**src/rtl/clip_round_pkg.sv**
```systemverilog
// Shared definitions for the clip/round pipeline: rounding-mode codes and
// the default saturation-counter width.
package clip_round_pkg;

  typedef logic [1:0] mode_t;

  localparam mode_t MODE_TRUNC = 2'd0;
  localparam mode_t MODE_AWAY  = 2'd1;
  localparam mode_t MODE_CONV  = 2'd2;

  localparam int CNT_W_DEFAULT = 16;

endpackage

```
**src/rtl/clip_round_pipe_if.sv**
```systemverilog
// Sample stream bundle for clip_round_pipe: input beat with rounding mode,
// output beat with per-lane saturation flags, valid/ready on both sides.
interface clip_round_pipe_if #(
  parameter int BITS_IN  = 24,
  parameter int BITS_OUT = 16,
  parameter int CHANNELS = 2
);

  logic [CHANNELS*BITS_IN-1:0]  in_data;
  logic [1:0]                   in_mode;
  logic                         in_valid;
  logic                         in_ready;
  logic [CHANNELS*BITS_OUT-1:0] out_data;
  logic [CHANNELS-1:0]          out_sat;
  logic                         out_valid;
  logic                         out_ready;

  modport master (
    output in_data, in_mode, in_valid, out_ready,
    input  in_ready, out_data, out_sat, out_valid
  );

  modport slave (
    input  in_data, in_mode, in_valid, out_ready,
    output in_ready, out_data, out_sat, out_valid
  );

endinterface

```
**src/rtl/clip_round_lane.sv**
```systemverilog
// One lane of the clip/round datapath. The rounding half feeds the stage-1
// register, the clipping half works on the registered rounded value.
module clip_round_lane
  import clip_round_pkg::*;
#(
  parameter int BITS_IN   = 24,
  parameter int BITS_OUT  = 16,
  parameter int CLIP_BITS = 4
) (
  input  logic signed [BITS_IN-1:0]         in_sample,
  input  mode_t                             mode,
  output logic signed [CLIP_BITS+BITS_OUT:0] r,
  input  logic signed [CLIP_BITS+BITS_OUT:0] r_q,
  output logic signed [BITS_OUT-1:0]        out_sample,
  output logic                              sat
);

  localparam int DROP     = BITS_IN - CLIP_BITS - BITS_OUT;
  // One bit wider than the kept field so a rounding carry cannot wrap.
  localparam int RW       = CLIP_BITS + BITS_OUT + 1;
  localparam int HALF_SH  = (DROP > 0) ? DROP - 1 : 0;
  localparam logic signed [BITS_IN:0] ONE  = {{BITS_IN{1'b0}}, 1'b1};
  localparam logic signed [BITS_IN:0] HALF = ONE <<< HALF_SH;
  localparam logic signed [RW-1:0] MAX_R = {{(RW-BITS_OUT+1){1'b0}}, {(BITS_OUT-1){1'b1}}};
  localparam logic signed [RW-1:0] MIN_R = {{(RW-BITS_OUT+1){1'b1}}, {(BITS_OUT-1){1'b0}}};

  function automatic logic signed [RW-1:0] round_shift(
    input logic signed [BITS_IN-1:0] x,
    input mode_t                     m
  );
    logic signed [BITS_IN:0] ext;
    logic signed [BITS_IN:0] bias;
    logic signed [BITS_IN:0] sum;
    ext  = {x[BITS_IN-1], x};
    bias = '0;
    if (DROP > 0) begin
      case (m)
        MODE_AWAY: bias = x[BITS_IN-1] ? HALF - ONE : HALF;
        // Ties go up only when the kept LSB is odd, landing on even.
        MODE_CONV: bias = HALF - ONE + {{BITS_IN{1'b0}}, x[DROP]};
        default:   bias = '0;
      endcase
    end
    sum = ext + bias;
    return sum[BITS_IN:DROP];
  endfunction

  function automatic logic [BITS_OUT:0] clip_sat(input logic signed [RW-1:0] v);
    if (v > MAX_R)
      return {1'b1, 1'b0, {(BITS_OUT-1){1'b1}}};
    else if (v < MIN_R)
      return {1'b1, 1'b1, {(BITS_OUT-1){1'b0}}};
    else
      return {1'b0, v[BITS_OUT-1:0]};
  endfunction

  // Round the incoming sample and drop its LSBs.
  always_comb r = round_shift(in_sample, mode);

  // Clip the registered rounded value into the output range.
  always_comb {sat, out_sample} = clip_sat(r_q);

endmodule

```
**src/rtl/clip_round_pipe.sv**
```systemverilog
// Two-stage multi-channel clip/round pipeline with valid/ready flow
// control and per-lane saturation counters.
module clip_round_pipe
  import clip_round_pkg::*;
#(
  parameter int BITS_IN   = 24,
  parameter int BITS_OUT  = 16,
  parameter int CLIP_BITS = 4,
  parameter int CHANNELS  = 2,
  parameter int CNT_W     = CNT_W_DEFAULT
) (
  input  logic                      clk,
  input  logic                      rst_n,
  clip_round_pipe_if.slave          bus,
  input  logic                      sat_clear,
  output logic [CHANNELS*CNT_W-1:0] sat_count
);

  localparam int RW = CLIP_BITS + BITS_OUT + 1;
  localparam logic [CNT_W-1:0] CNT_ONE = (CNT_W)'(1);

  logic                         en;
  logic                         out_hs;
  logic                         vld_p1;
  logic                         vld_p2;
  logic [CHANNELS*RW-1:0]       r_c;
  logic [CHANNELS*RW-1:0]       r_p1;
  logic [CHANNELS*BITS_OUT-1:0] data_c;
  logic [CHANNELS-1:0]          sat_c;
  logic [CHANNELS*BITS_OUT-1:0] data_p2;
  logic [CHANNELS-1:0]          sat_p2;

  // A single enable moves both stages together, so a stall freezes everything.
  assign en           = ~vld_p2 | bus.out_ready;
  assign out_hs       = vld_p2 & bus.out_ready;
  assign bus.in_ready = en;

  for (genvar g = 0; g < CHANNELS; g++) begin : g_lane
    clip_round_lane #(
      .BITS_IN   (BITS_IN),
      .BITS_OUT  (BITS_OUT),
      .CLIP_BITS (CLIP_BITS)
    ) u_lane (
      .in_sample  (bus.in_data[g*BITS_IN +: BITS_IN]),
      .mode       (bus.in_mode),
      .r          (r_c[g*RW +: RW]),
      .r_q        (r_p1[g*RW +: RW]),
      .out_sample (data_c[g*BITS_OUT +: BITS_OUT]),
      .sat        (sat_c[g])
    );
  end

  // ---- stage 1: rounded samples (mode already applied) ----
  // Capture rounded lanes; data only, validity is tracked separately.
  always_ff @(posedge clk) begin
    if (en) r_p1 <= r_c;
  end

  // Stage valids advance with the common enable; reset discards in-flight beats.
  always_ff @(posedge clk or negedge rst_n) begin
    if (!rst_n) begin
      vld_p1 <= 1'b0;
      vld_p2 <= 1'b0;
    end else if (en) begin
      vld_p1 <= bus.in_valid;
      vld_p2 <= vld_p1;
    end
  end

  // ---- stage 2: clipped output samples and saturation flags ----
  // Output register; flags of bubble slots are forced low.
  always_ff @(posedge clk or negedge rst_n) begin
    if (!rst_n) begin
      data_p2 <= '0;
      sat_p2  <= '0;
    end else if (en) begin
      data_p2 <= data_c;
      sat_p2  <= sat_c & {CHANNELS{vld_p1}};
    end
  end

  assign bus.out_data  = data_p2;
  assign bus.out_sat   = sat_p2;
  assign bus.out_valid = vld_p2;

  // Saturation counters: clear wins over hold, an increment in the same cycle still counts.
  always_ff @(posedge clk or negedge rst_n) begin
    if (!rst_n) begin
      sat_count <= '0;
    end else begin
      for (int i = 0; i < CHANNELS; i++) begin
        if (sat_clear)
          sat_count[i*CNT_W +: CNT_W] <= (out_hs && sat_p2[i]) ? CNT_ONE : '0;
        else if (out_hs && sat_p2[i] && (sat_count[i*CNT_W +: CNT_W] != '1))
          sat_count[i*CNT_W +: CNT_W] <= sat_count[i*CNT_W +: CNT_W] + CNT_ONE;
      end
    end
  end

endmodule

```
**src/flat_wrapper.sv**
```systemverilog
// flat-port wrapper written by rule: the top's interface ports become plain ports
module clip_round_pipe_flat import clip_round_pkg::*;
#(
  parameter int BITS_IN   = 24,
  parameter int BITS_OUT  = 16,
  parameter int CLIP_BITS = 4,
  parameter int CHANNELS  = 2,
  parameter int CNT_W     = CNT_W_DEFAULT
)
  (clk, rst_n, sat_clear, sat_count, bus_in_data, bus_in_mode, bus_in_valid, bus_out_ready, bus_in_ready, bus_out_data, bus_out_sat, bus_out_valid);
  clip_round_pipe_if #(.BITS_IN(BITS_IN), .BITS_OUT(BITS_OUT), .CHANNELS(CHANNELS)) bus_i ();
  input  logic clk;
  input  logic rst_n;
  input  logic sat_clear;
  output logic [CHANNELS*CNT_W-1:0] sat_count;
  input wire logic [$bits(bus_i.in_data)-1:0] bus_in_data;
  input wire logic [$bits(bus_i.in_mode)-1:0] bus_in_mode;
  input wire logic [$bits(bus_i.in_valid)-1:0] bus_in_valid;
  input wire logic [$bits(bus_i.out_ready)-1:0] bus_out_ready;
  output wire logic [$bits(bus_i.in_ready)-1:0] bus_in_ready;
  output wire logic [$bits(bus_i.out_data)-1:0] bus_out_data;
  output wire logic [$bits(bus_i.out_sat)-1:0] bus_out_sat;
  output wire logic [$bits(bus_i.out_valid)-1:0] bus_out_valid;
  assign bus_i.in_data = bus_in_data;
  assign bus_i.in_mode = bus_in_mode;
  assign bus_i.in_valid = bus_in_valid;
  assign bus_i.out_ready = bus_out_ready;
  assign bus_in_ready = bus_i.in_ready;
  assign bus_out_data = bus_i.out_data;
  assign bus_out_sat = bus_i.out_sat;
  assign bus_out_valid = bus_i.out_valid;
  clip_round_pipe #(.BITS_IN(BITS_IN), .BITS_OUT(BITS_OUT), .CLIP_BITS(CLIP_BITS), .CHANNELS(CHANNELS), .CNT_W(CNT_W)) u_core (.clk(clk), .rst_n(rst_n), .bus(bus_i), .sat_clear(sat_clear), .sat_count(sat_count));
endmodule
```
**config.mk**
```make
export PLATFORM = sky130hd
export DESIGN_NAME = clip_round_pipe_flat
export DESIGN_NICKNAME = d
export VERILOG_FILES = /design/src/rtl/clip_round_pkg.sv /design/src/rtl/clip_round_pipe_if.sv /design/src/rtl/clip_round_lane.sv /design/src/rtl/clip_round_pipe.sv /design/src/flat_wrapper.sv
export SDC_FILE = /design/constraint.sdc
export NUM_CORES = 1
export LEC_CHECK = 0
export CAP_MARGIN = 20
export CORE_MARGIN = 3
export CORE_UTILIZATION = 25
export DETAILED_ROUTE_END_ITERATION = 10
export GPL_ROUTABILITY_DRIVEN = 1
export GPL_TIMING_DRIVEN = 0
export PLACE_DENSITY = 0.56
export SYNTH_ARGS = -nofsm -noshare
export SYNTH_HDL_FRONTEND = slang
export SYNTH_HIERARCHICAL = 1
export SYNTH_SLANG_ARGS = --single-unit
```
**constraint.sdc**
```tcl
create_clock -name clk -period 4.3 [get_ports clk]
set_clock_uncertainty 0.05 [all_clocks]
set_input_delay 1.075 -clock clk [delete_from_list [all_inputs] [get_ports clk]]
set_output_delay 1.075 -clock clk [all_outputs]
set_load 0.005 [all_outputs]
```
==> impl_metrics.json, run 1 <==
{
  "fin_worst_setup_slack_ns": 0.207,
  "finalSetupViolCount": 0,
  "filler_instances": 2340,
  "dr.first_iter.drc_count": 176,
  "dpl.hpwl_mm": 10.7,
  "path_clk_slew_ns": 0.08,
  "antenna_left": 0,
  "remaining_drc_errors": 0,
  "start_util": 0.260,
  "fin_crit_ns": 4.09,
  "netlist_instances": 532,
  "final_layout_size_suffix_gt1_frac": 0.148,
  "worst_pin_slew_ns": 0.862,
  "endpoint_kind": "output pin",
  "cts_num_sinks": 110,
  "grt_antenna_before_repair": 2,
  "drtPass1Iterations": 4,
  "crit_required_ns": 3.17,
  "area.growth.synth_to_final_pct": 33.0,
  "synth-warning-count": 6,
  "clk_path_buf_depth": 2,
  "final_nets": 733,
  "slew_violations": 0,
  "p_per_area_nw_per_um2": 326,
  "grt_remaining_overflow": 0,
  "sequential_cell_area_fraction_in_the_yosys_report": 0.495,
  "irDropWorstVdd_mv": 0.133,
  "peak_fanout_along_the_critical_path": 31,
  "critical_path_arrival_ns": 2.97,
  "io_buffers": 122,
  "status": "completed",
  "grt_pass1_wl_mm": 23.9,
  "root_buffer": "sky130_fd_sc_hd__clkbuf_16",
  "h-tree-depth": 3,
  "mappedNetlistNets": 599,
  "clkLatencyLatePin_ns": 0.36,
  "hp-class": "flop to flop",
  "cts-buffers-inserted": 9,
  "syn-cell-area_sq_um": 5980,
  "static-leakage-power_nw": 2.95,
  "finish.cell_count_without_fillers": 985,
  "fin_util": 0.345,
  "routed-via-count": 4553,
  "die_h_microns": 161,
  "clock.fmax_mhz": 244,
  "tritoncts_clock_tree": "done",
  "hold_violations": 0,
  "cts_hold_buffers": 0,
  "detail_route.wl_per_cell_microns": 14.8,
  "ff2ff_setup_slack_ns": 1.85,
  "post_cts_buffers": 0,
  "relSlewSlack": 0.421,
  "fin_crit_sh": 0.952,
  "finalWeightedCongestion": 0.782,
  "first_global_vias": 4526,
  "core_sq_um": 23100,
  "maxCapViolCount": 0,
  "ys_ff_latch": 110,
  "detailedPlace.worstSlack_ns": -0.665,
  "io-pin-count": 123,
  "die_area_sq_um": 25800,
  "syn-mean-instance-area_sq_um": 11.2,
  "setup_repair_after_global_routing_missed_its_margin": "false",
  "place.detailed.instances": 969,
  "synthDistinctLibCells": 53,
  "placement_rows": 55,
  "fin_worst_hold_slack_ns": 0.459,
  "setup.worst_path.start_class": "primary input",
  "detail_route.vias_per_cell": 4.62,
  "groute.usage.overall": 0.114,
  "worstSetupPathType": "primary input to output pin",
  "die_x_microns": 161,
  "drt_wl_total_mm": 14.5,
  "grt_max_degree": 51
}
==> metrics by stage <==
step                area [sq um]  power, W  setup TNS [ns]
finish                      7960   0.00260               0
global route                7960   0.00275               0
CTS                         7960   0.00266               0
detailed placement          7640   0.00178          -0.665
global placement            7600   0.00177          -81.86
floorplan                   5980   0.00148               0
==> area by class of cell <==
type,count,area (sq um),share of cell area
Tap cell,313,392,0.0492
Inverter,23,86.3,0.0108
Clock buffer,10,239,0.0300
Multi-Input combinational cell,375,2820,0.354
Sequential cell,110,2960,0.372
Buffer,23,130,0.0163
Timing Repair Buffer,124,1270,0.159
Antenna cell,1,2.50,0.000314
Clock inverter,6,67.6,0.00849
==> worst paths after layout <==
kind	cells after the start	to	from
max reg2reg	6	u_core/sat_count[1]	u_core/sat_count[0]
min reg2reg	1	u_core/bus.out_data[18]	u_core/bus.out_data[18]
min	1	u_core/bus.out_data[18]	u_core/bus.out_data[18]
max	5	bus_in_ready	bus_out_ready
max in group asynchronous	2	u_core/bus.out_data[3]	rst_n
min in group asynchronous	1	u_core/sat_count[9]	rst_n
==> report_power, final <==
part           internal [W]  switching [W]
clock network      0.000432       0.000422
registers           0.00120      0.0000595
logic              0.000281       0.000204
total               0.00191       0.000685
==> synth_stat cells (all sizes together) <==
master / instances / share of area
or2b: 1 / 0.0013
or3: 6 / 0.0063
edfxtp: 42 / 0.21
a41oi: 2 / 0.0029
xnor2: 38 / 0.058
xor2: 2 / 0.0029
nand2: 31 / 0.019
a211oi: 6 / 0.012
o21ai: 15 / 0.013
o221ai: 1 / 0.0015
mux2: 42 / 0.079
nor3: 7 / 0.0059
o211a: 2 / 0.0059
nand4: 17 / 0.018
o311ai: 5 / 0.0073
a2111oi: 1 / 0.0015
dfrtp: 68 / 0.28
mux2i: 1 / 0.0017
nand3b: 1 / 0.0013
nor2b: 8 / 0.0084
nand3: 35 / 0.042
o31ai: 8 / 0.010
nor2: 25 / 0.016
clkinv: 3 / 0.0019
buf: 3 / 0.0075
o211ai: 1 / 0.0013
nand2b: 5 / 0.0077
a22oi: 2 / 0.0025
o41ai: 5 / 0.0073
o21ba: 2 / 0.0033
a211o: 3 / 0.0048
clkbuf: 21 / 0.013
inv: 20 / 0.013
a21oi: 20 / 0.017
and3: 12 / 0.013
or2: 4 / 0.0042
a21o: 30 / 0.038
ha: 12 / 0.025
and4: 4 / 0.0059
nor4: 9 / 0.011
or4: 12 / 0.015
==> per-layer routing <==
metal | track usage | wire length, microns | up-vias
li1 | - | - | 2249
met3 | 0.0263 | 677 | 14
met2 | 0.184 | 6860 | 88
met5 | 0 | 13 | -
met1 | 0.148 | 6760 | 2200
met4 | 0.0473 | 233 | 2
==> layout by cell type, fill, tap and decap left out, types with 10 or more instances in the layout <==
cell type                         instances
sky130_fd_sc_hd__xnor2_1                 36
sky130_fd_sc_hd__mux2_2                  42
sky130_fd_sc_hd__ha_1                    12
sky130_fd_sc_hd__or4_1                   10
sky130_fd_sc_hd__edfxtp_1                42
sky130_fd_sc_hd__o21ai_0                 13
sky130_fd_sc_hd__nand2_1                 31
sky130_fd_sc_hd__a21oi_1                 20
sky130_fd_sc_hd__a21o_1                  30
sky130_fd_sc_hd__clkdlybuf4s50_1        121
sky130_fd_sc_hd__nand4_1                 17
sky130_fd_sc_hd__nand3_1                 24
sky130_fd_sc_hd__inv_1                   20
sky130_fd_sc_hd__nor2_1                  25
sky130_fd_sc_hd__clkbuf_1                19
sky130_fd_sc_hd__dfrtp_1                 68
==> registers in the layout (all words and copies together), names as in the netlist <==
name / cells
u_core/bus.out_data: 32
u_core/bus.out_sat: 2
u_core/bus.out_valid: 1
u_core/r_p1: 42
u_core/sat_count: 32
u_core/vld_p1: 1
==> critical path, cell delays in order <==
cell and delay (ns):
sky130_fd_sc_hd__clkdlybuf4s50_1 0.56, sky130_fd_sc_hd__or2b_4 0.26, sky130_fd_sc_hd__clkbuf_8 0.29, sky130_fd_sc_hd__buf_12 0.23, sky130_fd_sc_hd__clkdlybuf4s50_1 0.53
==> timing repair <==
action,4_1_cts,5_1_grt
gates resized for setup,3,1
hold endpoints to repair,0,0
endpoints found under the setup margin,1,1
==> cells by family after synthesis <==
group,after synthesis,share of synthesized area
fa+ha+maj,12,0.0251
compound gates,103,0.127
buf+inv,47,0.0351
flops,110,0.495
simple gates,177,0.176
mux,43,0.0807
xor+xnor,40,0.0610
(Power assumes the default switching activity.)
==> run 2, diff against run 1 <==
- GPL_ROUTABILITY_DRIVEN: 1 -> 0
==> results of run 2 <==
No change in the layout: final DEF, timing and power equal those of run 1.
